### src/rtl/uart_rx_controlunit_pkg.sv
// uart_pkg: definitions shared by the UART receive and transmit control units.
//   - line_control_reg field positions and word-length codes
//   - receive FSM state encoding
//   - default oversampling ratio
package uart_pkg;

  localparam int LCR_WIDTH    = 5;
  localparam int LCR_WLEN_LSB = 0;
  localparam int LCR_WLEN_MSB = 1;
  localparam int LCR_STOP_BIT = 2;
  localparam int LCR_PEN_BIT  = 3;
  localparam int LCR_EPS_BIT  = 4;

  localparam logic [1:0] WLEN_5 = 2'b00;
  localparam logic [1:0] WLEN_6 = 2'b01;
  localparam logic [1:0] WLEN_7 = 2'b10;
  localparam logic [1:0] WLEN_8 = 2'b11;

  localparam int OVERSAMPLE_DEFAULT = 16;

  typedef enum logic [2:0] {
    RX_IDLE,
    RX_START,
    RX_DATA,
    RX_PARITY,
    RX_STOP,
    RX_WAIT_HIGH
  } rx_state_t;

  // Number of data bits encoded by the LCR word-length field.
  function automatic logic [3:0] word_len(input logic [1:0] wlen);
    logic [3:0] n;
    case (wlen)
      WLEN_5:  n = 4'd5;
      WLEN_6:  n = 4'd6;
      WLEN_7:  n = 4'd7;
      WLEN_8:  n = 4'd8;
      default: n = 4'd8;
    endcase
    return n;
  endfunction

endpackage

### src/rtl/uart_rx_controlunit_if.sv
// Host-side bundle of the UART receiver.
//   line_control_reg : frame format (host -> receiver)
//   data_output      : received word, LSB aligned
//   data_valid       : one-cycle strobe qualifying data_output and the flags
//   parity_error, framing_error, break_detect : per-frame status
//   rx_busy          : a validated frame is in progress
// slave is the receiver's view, master the host's view.
interface uart_rx_controlunit_if;
  import uart_pkg::*;

  logic [LCR_WIDTH-1:0] line_control_reg;
  logic [7:0]           data_output;
  logic                 data_valid;
  logic                 parity_error;
  logic                 framing_error;
  logic                 break_detect;
  logic                 rx_busy;

  modport master (
    output line_control_reg,
    input  data_output, data_valid, parity_error, framing_error, break_detect, rx_busy
  );

  modport slave (
    input  line_control_reg,
    output data_output, data_valid, parity_error, framing_error, break_detect, rx_busy
  );

endinterface

### src/rtl/uart_rx_controlunit_sampler.sv
// uart_rx_sampler: front end of the UART receiver.
//   baud_clk  : oversampling clock
//   rst       : asynchronous active-low reset (all flops preset to line idle = 1)
//   rx_serial : asynchronous serial line
//   tick      : position inside the current bit period, from the control unit
//   sync_rx   : rx_serial after the 2-flop synchronizer
//   fall_edge : synced line went 1 -> 0 on this cycle
//   voted_bit : majority of the samples at ticks M-1, M and the current (M+1) value;
//               only meaningful on tick M+1
module uart_rx_sampler
  import uart_pkg::*;
#(
  parameter int OVERSAMPLE = OVERSAMPLE_DEFAULT
) (
  input  logic                          baud_clk,
  input  logic                          rst,
  input  logic                          rx_serial,
  input  logic [$clog2(OVERSAMPLE)-1:0] tick,
  output logic                          sync_rx,
  output logic                          fall_edge,
  output logic                          voted_bit
);

  localparam int TW = $clog2(OVERSAMPLE);
  localparam int M  = OVERSAMPLE / 2;

  logic [1:0] sync_q;
  logic       prev_q;
  logic       samp_a_q;
  logic       samp_b_q;

  always_ff @(posedge baud_clk or negedge rst) begin
    if (!rst) begin
      sync_q   <= 2'b11;
      prev_q   <= 1'b1;
      samp_a_q <= 1'b1;
      samp_b_q <= 1'b1;
    end else begin
      sync_q <= {sync_q[0], rx_serial};
      prev_q <= sync_q[1];
      if (tick == TW'(M - 1)) samp_a_q <= sync_q[1];
      if (tick == TW'(M))     samp_b_q <= sync_q[1];
    end
  end

  assign sync_rx   = sync_q[1];
  assign fall_edge = prev_q & ~sync_q[1];
  // Third vote is the live synced value, so the decision is available on tick M+1.
  assign voted_bit = (samp_a_q & samp_b_q) | (samp_a_q & sync_q[1]) | (samp_b_q & sync_q[1]);

endmodule

### src/rtl/uart_rx_controlunit.sv
// uart_rx_controlunit: receive control unit of the UART.
//   baud_clk  : OVERSAMPLE x baud rate clock
//   rst       : asynchronous active-low reset
//   rx_serial : serial line, idle high
//   host      : host bundle (line_control_reg in; data_output, data_valid,
//               parity_error, framing_error, break_detect, rx_busy out)
//
// state        | meaning
// -------------+------------------------------------------------------------
// RX_IDLE      | line idle, tick counter held at 0, waiting for falling edge
// RX_START     | confirm start bit at the vote tick; false start -> RX_IDLE
// RX_DATA      | shift in word-length data bits, LSB first
// RX_PARITY    | sample parity bit, record mismatch
// RX_STOP      | sample first stop bit, publish word and flags
// RX_WAIT_HIGH | break seen, hold busy until the line returns high
module uart_rx_controlunit
  import uart_pkg::*;
#(
  parameter int OVERSAMPLE = OVERSAMPLE_DEFAULT
) (
  input  logic                  baud_clk,
  input  logic                  rst,
  input  logic                  rx_serial,
  uart_rx_controlunit_if.slave  host
);

  localparam int TW = $clog2(OVERSAMPLE);
  localparam int M  = OVERSAMPLE / 2;
  localparam logic [TW-1:0] VOTE_TICK = TW'(M + 1);

  rx_state_t     state_q, state_d;
  logic [TW-1:0] tick_q;
  logic [2:0]    bit_q;
  logic [7:0]    shift_q;
  logic [1:0]    wlen_q;
  logic          pen_q;
  logic          eps_q;
  logic          par_bit_q;
  logic          par_err_q;

  logic [7:0]    data_q;
  logic          dv_q;
  logic          pe_q;
  logic          fe_q;
  logic          bd_q;

  logic          sync_rx;
  logic          fall_edge;
  logic          voted_bit;

  logic          vote_tick;
  logic          last_bit;
  logic          is_break;
  logic [7:0]    data_aligned;
  logic          start_ok;
  logic          shift_en;
  logic          par_en;
  logic          stop_en;

  // The stop-bit count only matters to the transmitter.
  logic          unused_stop_bit;
  assign unused_stop_bit = host.line_control_reg[LCR_STOP_BIT];

  uart_rx_sampler #(.OVERSAMPLE(OVERSAMPLE)) u_sampler (
    .baud_clk  (baud_clk),
    .rst       (rst),
    .rx_serial (rx_serial),
    .tick      (tick_q),
    .sync_rx   (sync_rx),
    .fall_edge (fall_edge),
    .voted_bit (voted_bit)
  );

  assign vote_tick    = (tick_q == VOTE_TICK);
  assign last_bit     = ({1'b0, bit_q} == (word_len(wlen_q) - 4'd1));
  // Bits enter at the MSB, so a short word sits in the top bits until realigned.
  assign data_aligned = shift_q >> (4'd8 - word_len(wlen_q));
  assign is_break     = (data_aligned == 8'h00) && !(pen_q && par_bit_q) && !voted_bit;

  always_ff @(posedge baud_clk or negedge rst) begin
    if (!rst) state_q <= RX_IDLE;
    else      state_q <= state_d;
  end

  always_comb begin
    state_d  = state_q;
    start_ok = 1'b0;
    shift_en = 1'b0;
    par_en   = 1'b0;
    stop_en  = 1'b0;
    case (state_q)
      RX_IDLE: begin
        if (fall_edge) state_d = RX_START;
      end
      RX_START: begin
        if (vote_tick) begin
          if (voted_bit) begin
            state_d = RX_IDLE;
          end else begin
            state_d  = RX_DATA;
            start_ok = 1'b1;
          end
        end
      end
      RX_DATA: begin
        if (vote_tick) begin
          shift_en = 1'b1;
          if (last_bit) state_d = pen_q ? RX_PARITY : RX_STOP;
        end
      end
      RX_PARITY: begin
        if (vote_tick) begin
          par_en  = 1'b1;
          state_d = RX_STOP;
        end
      end
      RX_STOP: begin
        // Leaving mid stop bit re-arms the receiver for a back-to-back start.
        if (vote_tick) begin
          stop_en = 1'b1;
          state_d = is_break ? RX_WAIT_HIGH : RX_IDLE;
        end
      end
      RX_WAIT_HIGH: begin
        if (sync_rx) state_d = RX_IDLE;
      end
      default: state_d = RX_IDLE;
    endcase
  end

  always_ff @(posedge baud_clk or negedge rst) begin
    if (!rst) begin
      tick_q    <= '0;
      bit_q     <= '0;
      shift_q   <= '0;
      wlen_q    <= '0;
      pen_q     <= 1'b0;
      eps_q     <= 1'b0;
      par_bit_q <= 1'b0;
      par_err_q <= 1'b0;
      data_q    <= '0;
      dv_q      <= 1'b0;
      pe_q      <= 1'b0;
      fe_q      <= 1'b0;
      bd_q      <= 1'b0;
    end else begin
      dv_q <= 1'b0;

      // Held at 0 while idle so the first START cycle is tick 0.
      if (state_q == RX_IDLE) tick_q <= '0;
      else                    tick_q <= tick_q + TW'(1);

      if (start_ok) begin
        wlen_q    <= host.line_control_reg[LCR_WLEN_MSB:LCR_WLEN_LSB];
        pen_q     <= host.line_control_reg[LCR_PEN_BIT];
        eps_q     <= host.line_control_reg[LCR_EPS_BIT];
        bit_q     <= '0;
        shift_q   <= '0;
        par_bit_q <= 1'b0;
        par_err_q <= 1'b0;
      end

      if (shift_en) begin
        shift_q <= {voted_bit, shift_q[7:1]};
        bit_q   <= bit_q + 3'd1;
      end

      if (par_en) begin
        par_bit_q <= voted_bit;
        par_err_q <= voted_bit != (eps_q ? ^data_aligned : ~^data_aligned);
      end

      if (stop_en) begin
        dv_q   <= 1'b1;
        data_q <= data_aligned;
        pe_q   <= par_err_q;
        fe_q   <= ~voted_bit;
        bd_q   <= is_break;
      end
    end
  end

  assign host.data_output   = data_q;
  assign host.data_valid    = dv_q;
  assign host.parity_error  = pe_q;
  assign host.framing_error = fe_q;
  assign host.break_detect  = bd_q;
  assign host.rx_busy       = (state_q == RX_DATA)   || (state_q == RX_PARITY) ||
                              (state_q == RX_STOP)   || (state_q == RX_WAIT_HIGH);

endmodule

### src/flat_wrapper.sv
// flat-port wrapper written by rule: the top's interface ports become plain ports
module uart_rx_controlunit_flat import uart_pkg::*;
#(
  parameter int OVERSAMPLE = OVERSAMPLE_DEFAULT
)
  (baud_clk, rst, rx_serial, host_line_control_reg, host_data_output, host_data_valid, host_parity_error, host_framing_error, host_break_detect, host_rx_busy);
  uart_rx_controlunit_if host_i ();
  input  logic baud_clk;
  input  logic rst;
  input  logic rx_serial;
  input wire logic [$bits(host_i.line_control_reg)-1:0] host_line_control_reg;
  output wire logic [$bits(host_i.data_output)-1:0] host_data_output;
  output wire logic [$bits(host_i.data_valid)-1:0] host_data_valid;
  output wire logic [$bits(host_i.parity_error)-1:0] host_parity_error;
  output wire logic [$bits(host_i.framing_error)-1:0] host_framing_error;
  output wire logic [$bits(host_i.break_detect)-1:0] host_break_detect;
  output wire logic [$bits(host_i.rx_busy)-1:0] host_rx_busy;
  assign host_i.line_control_reg = host_line_control_reg;
  assign host_data_output = host_i.data_output;
  assign host_data_valid = host_i.data_valid;
  assign host_parity_error = host_i.parity_error;
  assign host_framing_error = host_i.framing_error;
  assign host_break_detect = host_i.break_detect;
  assign host_rx_busy = host_i.rx_busy;
  uart_rx_controlunit #(.OVERSAMPLE(OVERSAMPLE)) u_core (.baud_clk(baud_clk), .rst(rst), .rx_serial(rx_serial), .host(host_i));
endmodule
### config.mk
export PLATFORM = sky130hd
export DESIGN_NAME = uart_rx_controlunit_flat
export DESIGN_NICKNAME = d
export VERILOG_FILES = /design/src/rtl/uart_rx_controlunit_pkg.sv /design/src/rtl/uart_rx_controlunit_if.sv /design/src/rtl/uart_rx_controlunit_sampler.sv /design/src/rtl/uart_rx_controlunit.sv /design/src/flat_wrapper.sv
export SDC_FILE = /design/constraint.sdc
export NUM_CORES = 1
export LEC_CHECK = 0
export BUFFER_PORTS_ARGS = -buffer_cell sky130_fd_sc_hd__buf_2
export CORE_ASPECT_RATIO = 2
export CORE_MARGIN = 2
export CORE_UTILIZATION = 42
export CTS_BUF_LIST = sky130_fd_sc_hd__clkbuf_4
export DETAILED_ROUTE_END_ITERATION = 6
export GPL_TIMING_DRIVEN = 0
export MAX_ROUTING_LAYER = met4
export PLACE_DENSITY = 0.65
export SLEW_MARGIN = 20
export SYNTH_ARGS = -nofsm -noshare
export SYNTH_HDL_FRONTEND = slang
export SYNTH_SLANG_ARGS = --single-unit
### constraint.sdc
create_clock -name baud_clk -period 3.5 [get_ports baud_clk]
set_clock_uncertainty 0.15 [all_clocks]
set_input_delay 0.35 -clock baud_clk [delete_from_list [all_inputs] [get_ports baud_clk]]
set_output_delay 0.35 -clock baud_clk [all_outputs]
set_load 0.005 [all_outputs]
==> results of run 1 <==
[cell families (layout without fill, tap and decap cells)]
kind of cell / after synthesis / in the layout / synth area share
AO/OA/AOI/OAI: 43 / 43 / 0.133
flip-flops: 41 / 41 / 0.466
buffers and inverters: 16 / 44 / 0.0373
multiplexers: 15 / 15 / 0.0960
XOR/XNOR: 12 / 12 / 0.0508
adder cells (fa/ha/maj): 13 / 13 / 0.0729
AND/OR/NAND/NOR: 55 / 55 / 0.144
[worst max-delay path, stage by stage, from the launching register on]
cell and delay [ps]:
dfrtp_1 410, inv_1 80, ha_1 260, nor2_2 360, mux2_2 380, a22oi_1 180
nand2b_1 150, ha_1 150, nand4_1 140, a211oi_1 360, o21ai_0 160, a21oi_1 130
[final cells by class]
type / instances / share of cell area
multi-input combinational: 138 / 0.449
sequential: 41 / 0.422
timing repair buffer: 20 / 0.0429
tap: 58 / 0.0297
buffer: 8 / 0.0215
clock buffer: 6 / 0.0184
inverter: 8 / 0.0123
clock inverter: 2 / 0.00409
[cells in the mapped netlist, drive strengths merged, types with 3 or more instances]
master,number
a22o,9
mux2,10
inv,8
nor3,5
xor2,4
nand3,5
nor2,7
mux4,4
nand3b,3
nand2,18
nor2b,4
ha,12
o21ai,14
buf,6
a21oi,5
xnor2,8
dfrtp,36
dfstp,5
[stage by stage]
| stage | hold slack (ps) | setup WS [ps] | std cells | util | power [mW] |
|---|---|---|---|---|---|
| finish | -40.9 | 541 | 281 | 0.481 | 1.73 |
| global route | 12.5 | 274 | 281 | 0.481 | 1.89 |
| CTS | 8.51 | 459 | 281 | 0.481 | 1.76 |
| detailed placement | 198 | 501 | 272 | 0.468 | 1.51 |
| global placement | 196 | 569 | 272 | 0.468 | 1.49 |
| floorplan | -95.6 | 879 | 195 | - | 1.32 |
[registers in the layout, indices dropped and copies added, names as in the netlist, 2 cells and up]
signal	cells
u_core.u_sampler.sync_q	2
u_core.tick_q	4
u_core.shift_q	8
u_core.bit_q	3
u_core.state_q	3
u_core.wlen_q	2
u_core.host.data_output	8
[power groups by stage]
| stage | registers, mW | logic [mW] | clock network [mW] |
|---|---|---|---|
| after floorplan | 0.661 | 0.657 | 0 |
| final | 0.677 | 0.808 | 0.247 |
| after detailed placement | 0.687 | 0.825 | 0 |
| after CTS | 0.678 | 0.828 | 0.251 |
| after global routing | 0.698 | 0.908 | 0.280 |
| after global placement | 0.683 | 0.807 | 0 |
[routing by layer]
| layer | track usage | up-vias |
|---|---|---|
| met5 | - | - |
| met4 | 0.0871 | 0 |
| met3 | 0.0265 | 9 |
| met2 | 0.283 | 24 |
| met1 | 0.154 | 777 |
| li1 | - | 750 |
[worst max path at each step]
| stage | endpoint | slack [ps] | depth (start not counted) | from |
|---|---|---|---|---|
| 2_1_floorplan | u_core.par_err_q | 880 | 11 | u_core.wlen_q[0] |
| 3_3_place_gp | u_core.state_q[0] | 570 | 11 | u_core.wlen_q[0] |
| 3_5_place_dp | u_core.state_q[0] | 500 | 11 | u_core.wlen_q[0] |
| 4_1_cts | u_core.state_q[0] | 460 | 11 | u_core.wlen_q[0] |
| 5_1_grt | u_core.state_q[0] | 270 | 11 | u_core.wlen_q[0] |
| 6_report | u_core.state_q[0] | 540 | 11 | u_core.wlen_q[0] |
[repair_timing]
item,CTS,global route
endpoints found under the setup margin,0,0
hold buffers,1,0
endpoints found under the hold margin,1,0
setup buffers,0,0
==> impl_results.md, run 1 <==
* Outcome: finished, violations left
* Violated checks: negative hold slack
* Vias in the first global route at 1575
* Most common cell after layout, fill and taps aside: dfrtp_1
* CP required at 3640 ps
* VDD IR max at 0.411 mV
* Mean Syn Cell Area at 11.4 um^2
* Final TNS setup at 0 ps
* Initial antenna violation count at 0
* IO buf count at 19
* Hold Worst Slack at -40.9 ps
* First-pass GRT wire length at 7.07 mm
* Cell Pwr Density at 708 nW/um^2
* Initial DRC count at 22
* Final worst-path cycle share at 0.845
* Clock slew at reported path FFs at 140 ps
* Register area at 1030 um^2
* DRC Markers at 0
* Post-synthesis cell type count at 51
* Core area at 5090 um^2
* Post-route ant nets at 0
* Max Freq at 338 MHz
* Headroom to the max-slew limit at 0.382
* DRT met1 WL at 1.71 mm
* Std-Cell Rows at 37
* Via count at 1560
* CTS tree: done
* Type of destination of the critical path: flop
* Placer Congestion at 0.815
* CTS Buf Count at 5
* Unrepaired setup endpoints after global routing: no
* Placed cell areas at 2380 um^2
* Initial cell density of the core at 0.435
* I/O Pins at 21
* HP Class: in -> async
* Arr. time, crit path at 3100 ps
* Die H at 107 um
* Met2 wire length at 2.30 mm
* FF+latch count, synth at 41
* Nets at 242
* Measured slew at the worst slew-check pin at 926 ps
* Clock share of power at 0.142
* Clock Tree Root: clkbuf_4
* Reg2reg end: u_core.state_q[0]
* Die area at 5900 um^2
* DP HPWL at 3.04 mm
* Via/cell ratio at 5.55
* Cell Int Power at 1.05 mW
* Share of cells above drive strength 1 at 0.283
* # diodes at 0
* Maximum clock insertion buffer count at 2
* P&R area growth vs syn at 10.5%
* Tmin final at 2960 ps
* Fin area at 2450 um^2
* Asr flop ratio synth at 1.00
* Num Clock Sinks at 41
* Synth Net Count at 215
* Flop pwr share at 0.391
* Worst-skew pair later-pin latency at 360 ps
* Largest area contributor in the netlist: dfrtp_1
* # fillers at 515
* Final wirelength at 4.22 mm
* R2r startpoint: u_core.wlen_q[0]
* Combinational share of power at 0.466
* Pleak at 1.15 nW
* Worst-path maximum fanout at 8
* WL/cell at 15.0 um
* Grt ovf at 0
* GRT Util Overall at 0.156
* Die Wd at 55.3 um
* Sequential share of the synthesized area at 0.466
* Synth Instances at 195
* PostCTS Resize Cnt at 0
* Length in cells of the worst reg-to-reg path at 11
* Most frequent cells in the layout: 36 x dfrtp_1, 22 x buf_2, 17 x nand2_1
* Kind of critical path: reg -> reg
* TritonRoute pass-1 iters at 5
* Top layer reached by signal wires: met4
* Switching share of power at 0.396
* Post-synth EDFFs at 0
* Startpoint Class: flop
* Top cells by area, synth: dfrtp_1 41%, ha_1 6.8%, dfstp_2 5.9%
* Max-slew violations at 0
* Sw Pwr at 0.686 mW
* R2r setup slk at 540 ps
* WL met3 at 95 um
* Multi-input logic area at 1100 um^2
* CTS H-Tree Depth at 2
* Largest net degree at the start of global routing at 42
* Synth Cell Area at 2210 um^2
* Hold Vio Cnt, Final at 36
* Setup Viol. Count Final at 0
* Max-Cap Viols at 0
* Main synth FF type: dfrtp_1
* Yosys top cell area share at 0.407
* Synth warn at 0
Power figures use the tool's default switching activity.
==> run 2, diff against run 1 <==
--- a/config.mk
+++ b/config.mk
@@ -5,6 +5,7 @@
 export SDC_FILE = /design/constraint.sdc
 export NUM_CORES = 1
 export LEC_CHECK = 0
+export ABC_AREA = 1
 export BUFFER_PORTS_ARGS = -buffer_cell sky130_fd_sc_hd__buf_2
 export CORE_ASPECT_RATIO = 2
 export CORE_MARGIN = 2
@@ -13,7 +14,7 @@
 export DETAILED_ROUTE_END_ITERATION = 6
 export GPL_TIMING_DRIVEN = 0
 export MAX_ROUTING_LAYER = met4
-export PLACE_DENSITY = 0.65
+export PLACE_DENSITY = 0.67
 export SLEW_MARGIN = 20
 export SYNTH_ARGS = -nofsm -noshare
 export SYNTH_HDL_FRONTEND = slang
==> constraint.sdc (replaced) <==
create_clock -name baud_clk -period 2.5 [get_ports baud_clk]
set_clock_uncertainty 0.15 [all_clocks]
set_input_delay 0.25 -clock baud_clk [delete_from_list [all_inputs] [get_ports baud_clk]]
set_output_delay 0.25 -clock baud_clk [all_outputs]
set_load 0.005 [all_outputs]
==> run 2 against run 1 <==
The run now ends clean; via count is 20% higher; sequential power is 22% higher; core utilization is 4.7 points higher; sequential share of layout area is 4.4 points lower; largest power group unchanged; highest routed layer unchanged.
==> impl_results.md, run 2 <==
* Clock slew at reported path FFs at 130 ps
* Asr flop ratio synth at 1.00
* Flop pwr share at 0.292
* Via/cell ratio at 5.07
* Crit-path cells: buf_4 -> ha_1 -> xnor2_4 -> nand4_1 -> ha_4 -> xor2_1 -> nand2_1 -> nand2_1 -> inv_1 -> nand2_1 -> nand2_1 -> nand2_1 -> nand2_1
* Vias in the first global route at 1864
* Largest area contributor in the netlist: dfrtp_1
* Grt ovf at 0
* Final wirelength at 4.83 mm
* Via count at 1872
* Top cells by area, synth: dfrtp_1 40%, nand2_1 12%, ha_1 6.7%
* P&R area growth vs syn at 21.2%
* First-pass GRT wire length at 8.02 mm
* I/O Pins at 21
* WL/cell at 13.1 um
* Die area at 6010 um^2
* HP Class: reg -> reg
* R2r setup slk at 70 ps
* Kind of critical path: reg -> reg
* Std-Cell Rows at 37
* Startpoint Class: flop
* VDD IR max at 0.658 mV
* Synth top cells by count: 72 x nand2_1, 36 x dfrtp_1, 34 x inv_1
* Delay of the slowest critical-path stage at 420 ps
* Max Freq at 411 MHz
* Clock share of power at 0.121
* Main synth FF type: dfrtp_1
* DRC Markers at 0
* Synth Net Count at 290
* Max-slew violations at 0
* Synth Cell Area at 2260 um^2
* Worst-skew pair later-pin latency at 370 ps
* TritonRoute pass-1 iters at 4
* Share of cells above drive strength 1 at 0.280
* Measured slew at the worst slew-check pin at 918 ps
* Max-Cap Viols at 0
* Arr. time, crit path at 2570 ps
* Final worst-path cycle share at 0.974
* Worst setup endpoint: u_core.par_err_q
* Placed cell areas at 2420 um^2
* Fin util at 0.528
* Critical Path Source: u_core.wlen_q[0]
* Clock Tree Root: clkbuf_4
* Placer Congestion at 0.796
* Hold Vio Cnt, Final at 0
* CTS tree: done
* Most frequent cells in the layout: 69 x nand2_1, 35 x dfrtp_1, 31 x inv_1
* Initial cell density of the core at 0.435
* Sequential share of the synthesized area at 0.458
* Mean Syn Cell Area at 8.36 um^2
* Synth Instances at 270
* Switching share of power at 0.448
* CP max stage cell: dfrtp_1
* Largest net degree at the start of global routing at 42
* Sw Pwr at 1.27 mW
* IO buf count at 19
* Fin area at 2740 um^2
* Num Clock Sinks at 41
* Die H at 108 um
* Initial DRC count at 36
* Cell Pwr Density at 1040 nW/um^2
* Die Wd at 55.8 um
* Outcome: completed
* Nets at 330
* Unrepaired setup endpoints after global routing: yes
* Combinational share of power at 0.586
* Post-route ant nets at 0
* Most common cell after layout, fill and taps aside: nand2_1
* # diodes at 0
* Length in cells of the worst reg-to-reg path at 13
* Headroom to the max-slew limit at 0.388
* CTS Buf Count at 5
* CTS H-Tree Depth at 2
* Setup Viol. Count Final at 0
* GRT Util Overall at 0.179
* Core area at 5180 um^2
* Post-synth EDFFs at 0
* DP HPWL at 3.50 mm
* Pleak at 1.35 nW
* Yosys top cell area share at 0.399
* Worst-path maximum fanout at 4
* Maximum clock insertion buffer count at 2
* Synth warn at 0
* Final TNS setup at 0 ps
* Cell Int Power at 1.57 mW
* CP required at 2630 ps
* Post-synthesis cell type count at 28
* Initial antenna violation count at 0
* Hold path startpoint: u_core.u_sampler.sync_q[0]
* Tmin final at 2430 ps
* R2r startpoint: u_core.wlen_q[0]
* Type of destination of the critical path: flop
* Most numerous cell in the Yosys netlist: nand2_1
* FF+latch count, synth at 41
* Hold Worst Slack at 215 ps
* Reg2reg end: u_core.par_err_q
* Most used cell, CP: nand2_1
-- run 2: how the worst min path moves through the flow --
stage                                             to  slack [ps]  depth (start not counted)
after floorplan                      u_core.bit_q[0]        -200                          0
after global placement    u_core.u_sampler.sync_q[1]         200                          0
after detailed placement  u_core.u_sampler.sync_q[1]         200                          0
after CTS                 u_core.u_sampler.sync_q[1]         220                          0
after global routing      u_core.u_sampler.sync_q[1]         220                          0
final                     u_core.u_sampler.sync_q[1]         220                          0
-- run 2: cell type report --
cell class | instances | area, um^2
sequential | 41 | 1030
fill | 511 | 2450
clock buffer | 5 | 37.5
tap | 58 | 72.6
timing repair buffer | 33 | 213
buffer | 4 | 43.8
inverter | 37 | 141
multi-input combinational | 188 | 1180
clock inverter | 3 | 17.5
-- run 2: cell families after synthesis --
logic type / synth area share
compound gates: 0.115
xor+xnor: 0.0272
fa+ha+maj: 0.0666
buf+inv: 0.0793
flops: 0.458
simple gates: 0.255
-- run 2: metal layers --
layer / part of all wire / vias up / track usage
met3: 0.023 / 12 / 0.0361
met2: 0.59 / 28 / 0.345
met5: 0 / - / -
li1: - / 956 / -
met4: 0.034 / 0 / 0.0969
met1: 0.36 / 876 / 0.158
-- run 2: per-stage QoR --
| stage | power [mW] | std cells | worst slack (ps) |
|---|---|---|---|
| 3_3_place_gp | 2.12 | 347 | -219 |
| 3_5_place_dp | 2.14 | 347 | -250 |
| 4_1_cts | 2.71 | 365 | 20.5 |
| 5_1_grt | 3.10 | 369 | -77.4 |
| 6_report | 2.83 | 369 | 65.2 |
| 2_1_floorplan | 1.88 | 270 | 110 |
-- run 2: worst max-delay path: cells and delay by family (launching register included) --
family	cells	cell delay (ps)
xor gates and xnor gates	2	380
buffers and inverters	2	180
and+or+nand+nor	7	610
adders and majority gates	2	610
DFF	1	420
-- run 2: what timing repair did --
| action | 4_1_cts | 5_1_grt |
|---|---|---|
| setup buffers | 4 | 3 |
| pin swaps | 3 | 8 |
| cloned | 0 | 1 |
| hold buffers | 6 | 0 |
| endpoints found under the hold margin | 41 | 0 |
| gates resized for setup | 15 | 12 |
| setup endpoints to repair | 3 | 3 |
-- run 2: power groups by stage --
| stage | combinational (mW) | clock, mW | sequential (mW) |
|---|---|---|---|
| after floorplan | 1.06 | 0 | 0.820 |
| after global placement | 1.28 | 0 | 0.835 |
| after detailed placement | 1.31 | 0 | 0.838 |
| after CTS | 1.53 | 0.357 | 0.829 |
| after global routing | 1.88 | 0.379 | 0.841 |
| final | 1.66 | 0.344 | 0.829 |
